File: config.mk
export PLATFORM = sky130hd
export DESIGN_NAME = sa_result_reader
export DESIGN_NICKNAME = d
export VERILOG_FILES = /design/src/rtl/sa_result_reader.sv
export SDC_FILE = /design/constraint.sdc
export NUM_CORES = 1
export LEC_CHECK = 0
export BUFFER_PORTS_ARGS = -buffer_cell sky130_fd_sc_hd__buf_2
export CORE_AREA = 2 2 455 457
export DETAILED_ROUTE_END_ITERATION = 7
export DIE_AREA = 0 0 457 459
export MAX_ROUTING_LAYER = met4
export PLACE_DENSITY = 0.45
export SLEW_MARGIN = 5
export SYNTH_ARGS = -nofsm -noshare
export SYNTH_HDL_FRONTEND = slang
export SYNTH_SLANG_ARGS = --single-unit
export TNS_END_PERCENT = 100
File: constraint.sdc
create_clock -name CLK -period 33.1 [get_ports CLK]
set_input_delay 3.31 -clock CLK [delete_from_list [all_inputs] [get_ports CLK]]
set_output_delay 3.31 -clock CLK [all_outputs]
set_load 0.1 [all_outputs]
File: src/rtl/sa_result_reader.sv
// Purpose : snapshots the NxN result tile of the systolic array a fixed latency after
//           MATMUL starts, then streams it out one row per valid/ready beat.
// Latency : snapshot at edge DRAIN_LAT after START; row 0 valid right after that edge.
// Backpr. : OUT_VALID holds until accepted; row data/index/last stay stable while
//           OUT_READY=0. A START arriving while busy is dropped and flagged on OVERRUN.
//
// Ports:
//   CLK, RST_N   clock (rising edge) and asynchronous active-low reset
//   START        one-cycle pulse at MATMUL start
//   Y_IN         flattened array outputs, element (r,c) at [(r*N+c)*DW +: DW]
//   OUT_DATA     current row, column c at [c*DW +: DW]; zero when not valid
//   OUT_ROW      row index on OUT_DATA; zero when not valid
//   OUT_VALID    row beat valid
//   OUT_READY    downstream accepts the beat
//   OUT_LAST     high with the final row beat
//   BUSY         waiting for results or streaming them
//   OVERRUN      one-cycle pulse the cycle after a dropped START
module sa_result_reader #(
    parameter int DW        = 16,
    parameter int N         = 8,
    parameter int DRAIN_LAT = 22
) (
    input  logic                  CLK,
    input  logic                  RST_N,
    input  logic                  START,
    input  logic [N*N*DW-1:0]     Y_IN,
    output logic [N*DW-1:0]       OUT_DATA,
    output logic [$clog2(N)-1:0]  OUT_ROW,
    output logic                  OUT_VALID,
    input  logic                  OUT_READY,
    output logic                  OUT_LAST,
    output logic                  BUSY,
    output logic                  OVERRUN
);

    localparam int RW = $clog2(N);

    // Counter is loaded with DRAIN_LAT-1 on the START edge and the snapshot happens
    // on the edge after it reads zero, which places the snapshot at edge DRAIN_LAT.
    localparam logic [7:0]    LAT_INIT = 8'(DRAIN_LAT - 1);
    localparam logic [RW-1:0] LAST_ROW = RW'(N - 1);

    typedef enum logic [1:0] {
        S_IDLE   = 2'd0,
        S_WAIT   = 2'd1,
        S_STREAM = 2'd2
    } state_t;

    state_t              state_q, state_d;
    logic [7:0]          cnt_q, cnt_d;
    logic [RW-1:0]       row_q, row_d;
    logic                ovr_q, ovr_d;
    logic                snap;
    logic [N*N*DW-1:0]   buf_q;

    // ------------------------------------------------------------------
    // State, counter, row pointer and overrun flag
    // ------------------------------------------------------------------
    always_ff @(posedge CLK or negedge RST_N) begin
        if (!RST_N) begin
            state_q <= S_IDLE;
            cnt_q   <= 8'd0;
            row_q   <= '0;
            ovr_q   <= 1'b0;
        end else begin
            state_q <= state_d;
            cnt_q   <= cnt_d;
            row_q   <= row_d;
            ovr_q   <= ovr_d;
        end
    end

    // Result buffer. Its contents are only meaningful once a snapshot has been
    // taken; before that every output that could expose it is masked by
    // OUT_VALID, so it carries no reset.
    always_ff @(posedge CLK) begin
        if (snap) begin
            buf_q <= Y_IN;
        end
    end

    // ------------------------------------------------------------------
    // Next-state logic
    // ------------------------------------------------------------------
    always_comb begin
        state_d = state_q;
        cnt_d   = cnt_q;
        row_d   = row_q;
        snap    = 1'b0;
        // Any START seen outside IDLE is dropped, including one that lands on
        // the final handshake edge: that edge still sees state STREAM.
        ovr_d   = START && (state_q != S_IDLE);

        unique case (state_q)
            S_IDLE: begin
                if (START) begin
                    cnt_d   = LAT_INIT;
                    state_d = S_WAIT;
                end
            end

            S_WAIT: begin
                if (cnt_q == 8'd0) begin
                    snap    = 1'b1;
                    row_d   = '0;
                    state_d = S_STREAM;
                end else begin
                    cnt_d = cnt_q - 8'd1;
                end
            end

            S_STREAM: begin
                // OUT_VALID is unconditionally high here, so READY alone
                // completes the handshake.
                if (OUT_READY) begin
                    if (row_q == LAST_ROW) begin
                        row_d   = '0;
                        state_d = S_IDLE;
                    end else begin
                        row_d = row_q + RW'(1);
                    end
                end
            end

            default: begin
                state_d = S_IDLE;
            end
        endcase
    end

    // ------------------------------------------------------------------
    // Outputs: everything row-related is zeroed whenever no beat is offered
    // ------------------------------------------------------------------
    always_comb begin
        OUT_VALID = (state_q == S_STREAM);
        OUT_DATA  = '0;
        OUT_ROW   = '0;
        OUT_LAST  = 1'b0;
        if (OUT_VALID) begin
            for (int c = 0; c < N; c++) begin
                OUT_DATA[c*DW +: DW] = buf_q[(int'(row_q)*N + c)*DW +: DW];
            end
            OUT_ROW  = row_q;
            OUT_LAST = (row_q == LAST_ROW);
        end
        BUSY    = (state_q != S_IDLE);
        OVERRUN = ovr_q;
    end

endmodule

==> metrics.csv <==
stage,metric,value,unit
power,switching part of the total,26.4,%
detailed_routing,Final ANT Viol Nets,0,
clock_tree,CTS sink cnt,1038,
run,Max-cap violations,0,
timing,Final setup viols,0,
clock_tree,clk root buf,clkbuf_16,
logic_synthesis,Synthesized Nets,2738,
final_layout,Non-Filler Instances,5829,
timing,Setup TNS,0,ps
detailed_routing,routed wire length per instance,25.7,um
timing,Fin. Hold Viols,0,
detailed_routing,final wirelength,150000,um
logic_synthesis,Async SR Flop Fraction,1.35,%
timing,Final WS setup,24390,ps
status,outcome,"finished, violations left",
timing,period utilization,26.3,%
global_routing,GRT Total Usage,14.2,%
hold_path,Hold Path Depth,1,
logic_synthesis,top-count cell post-synth,edfxtp_1,
timing,Rel. slew slack,13.7,%
power,Clock Power Share,37.4,%
global_routing,initial antenna violation count,114,
logic_synthesis,post-synthesis sequential area ratio,78.5,%
detailed_routing,drt pass-1 iters,8,
die,Die Wd,457,um
die,Die Area,210000,um2
placement,Placer Congestion,0.873,
worst_setup_path,Crit path required time,29790,ps
logic_synthesis,mapped cell area,39600,um2
logic_synthesis,YS warnings,0,
hold_path,hold path start,cnt_q[3],
power,pwr dens,67.6,nW/um2
global_routing,GR Overflow Total,0,
timing,Pins Over Slew Limit,0,
clock_tree,Post-CTS Hold Fix Bufs,0,
hold_path,hold crit path type,flip-flop to flip-flop,
clock_tree,worst-skew pair later-pin latency,750,ps
global_routing,vias in the first global route,24000,
die,Initial Util,19.3,%
worst_setup_path,CP arrival,5400,ps
power,Lkg Pwr,18.2,nW
power,Max rail drop VDD,41.8,uV
timing,Final min period,8710,ps
power,sequential power share,43.8,%
logic_synthesis,"FF+latch count, synth",1038,
worst_setup_path,R2R depth,9,
timing,worst-case clock skew,44.7,ps
final_layout,nets,3961,
detailed_routing,number of DRC markers in iteration 0,2138,
die,I/O pin count,1163,
final_layout,Util after Layout,25.6,%
logic_synthesis,Synth area leaders,"edfxtp_1 78%, mux4_2 15%, mux2i_1 3.3%",
detailed_routing,via count,22800,
logic_synthesis,cell taking the most area after synthesis,edfxtp_1,
worst_setup_path,Worst Path Max Fanout,73,
clock_tree,CTS HTree Levels,3,
logic_synthesis,Yosys cell types,33,
worst_setup_path,R2R Path Start,cnt_q[0],
hold_path,hold path endpoint,cnt_q[3],
clock_tree,Resize count post-CTS,0,
placement,cell total after placement,5513,
logic_synthesis,top cell type's share of synthesized area,77.6,%
worst_setup_path,R2R Path End,buf_q[698],
logic_synthesis,"EDFF count, synth",1024,
worst_setup_path,"Worst Path Class, Setup",flip-flop to output port,
clock_tree,CTS tree,yes,
logic_synthesis,Cells after Synth,1706,
die,core region area,206000,um2
clock_tree,Worst-path clk slew,60,ps
worst_setup_path,Crit. End Element,output port,
timing,f_max,115,MHz
final_layout,Syn-to-layout area delta,32.9,%
clock_tree,setup bufs post-CTS,0,
logic_synthesis,top post-synthesis cells by count,"1024 x edfxtp_1, 256 x mux4_2, 135 x nor2_1",
power,P_int,0.00262,W
power,Psw,0.000939,W
power,Logic pwr share,18.8,%
placement,DP Worst Slack,25060,ps
placement,IO buf count,1162,
clock_tree,maximum clock path buffer count,3,
detailed_routing,DR vias/cell,3.92,
worst_setup_path,Worst Setup Start Kind,flip-flop,
timing,Least-Margin Pin Slew,1290,ps
placement,post-DP HPWL,113000,um
status,failing checks,DRC,
detailed_routing,residual DRC count,5,
die,Die Y,459,um
worst_setup_path,"reg-to-reg slack, setup",26620,ps
die,row cnt,167,
final_layout,share of layout cells above drive strength 1,53.8,%
timing,RSZ-0062 raised after global routing,no,
logic_synthesis,most used flip-flop cell after synthesis,edfxtp_1,
logic_synthesis,syn_area_per_cell,23.2,um2
clock_tree,TritonCTS Buffers,118,
global_routing,largest net degree at the start of global routing,188,
global_routing,first-pass GRT wire length,200000,um
==> final cells by class <==
type / count / area, um2
Multi-Input combinational cell: 577 / 7950
Timing Repair Buffer: 1190 / 6080
Clock inverter: 89 / 876
Clock buffer: 134 / 3010
Fill cell: 21200 / 153000
Sequential cell: 1038 / 31100
Antenna cell: 93 / 233
Inverter: 4 / 15.0
Tap cell: 2704 / 3380
==> worst max-delay path by stage <==
| stage | cells after the start | from | slack, ps | to |
|---|---|---|---|---|
| finish | 7 | row_q[0] | 24390 | OUT_DATA[48] |
| CTS | 7 | row_q[0] | 24180 | OUT_DATA[48] |
| floorplan | 5 | cnt_q[0] | 5870 | row_q[0] |
| detailed placement | 7 | row_q[0] | 25060 | OUT_DATA[48] |
| global placement | 7 | row_q[0] | 25030 | OUT_DATA[48] |
| global route | 7 | row_q[0] | 23910 | OUT_DATA[48] |
==> logic make-up after synthesis <==
logic type	Yosys count	share of synthesized area, %
adder cells (fa/ha/maj)	4	0.126
buffers and inverters	91	1.44
AND/OR/NAND/NOR	171	1.83
flip-flops	1038	78.5
XOR/XNOR	2	0.0442
multiplexers	385	17.8
AO/OA/AOI/OAI	15	0.231
==> per-stage QoR <==
stage | cell area, um2 | hold WS, ps | total power (W)
after global placement | 48500 | 547 | 0.00227
after detailed placement | 48500 | 553 | 0.00228
final | 52700 | 563 | 0.00356
after CTS | 52400 | 563 | 0.00363
after global routing | 52600 | 602 | 0.00371
after floorplan | 39600 | 499 | 0.00213
==> metal layers <==
metal | part of all wire, % | global-route usage, % | routed length (um) | vias up
met1 | 38 | 16.3 | 57600 | 11600
met2 | 48 | 22.5 | 71400 | 1267
li1 | - | - | - | 9757
met5 | 0 | - | 0 | -
met3 | 11 | 5.82 | 16300 | 195
met4 | 3.0 | 4.51 | 4470 | 0
==> worst max-delay path, stage by stage, from the launching register on <==
cell and delay, ps:
dfrtp_4 960, buf_12 500, buf_4 840, buf_4 700, mux4_2 350, mux2i_1 70, nor2_1 280, buf_2 520
==> flip-flops by register name (all words and copies together) (netlist names) <==
register  count
OVERRUN       1
buf_q      1024
cnt_q         8
row_q         3
state_q       2
==> layout by cell type (no fill, tap or decap), drive strengths merged, types with 2 or more instances in the layout <==
master    netlist  layout
ha              4       4
nand2b          4       4
diode           0      93
or3             2       2
nand2           8       8
nor3            3       3
and2            6       6
bufinv          0      13
or2             2       2
mux4          256     256
a21oi           4       4
xor2            2       2
o211ai          2       2
clkinv          0      63
nand3           4       4
inv             4      11
buf            62    1190
clkbuf         25     134
o21ai           5       5
nor2          135     135
edfxtp       1024    1024
dfrtp          14      14
clkinvlp        0       6
mux2i         129     129
==> power groups by stage <==
stage          Combinational, W  Sequential [W]  Clock, W
2_1_floorplan          0.000524         0.00161         0
6_report               0.000669         0.00156   0.00133
5_1_grt                0.000724         0.00157   0.00142
3_5_place_dp           0.000688         0.00159         0
3_3_place_gp           0.000682         0.00159         0
4_1_cts                0.000689         0.00156   0.00138
Note: power is estimated with default switching activity, not from simulation.
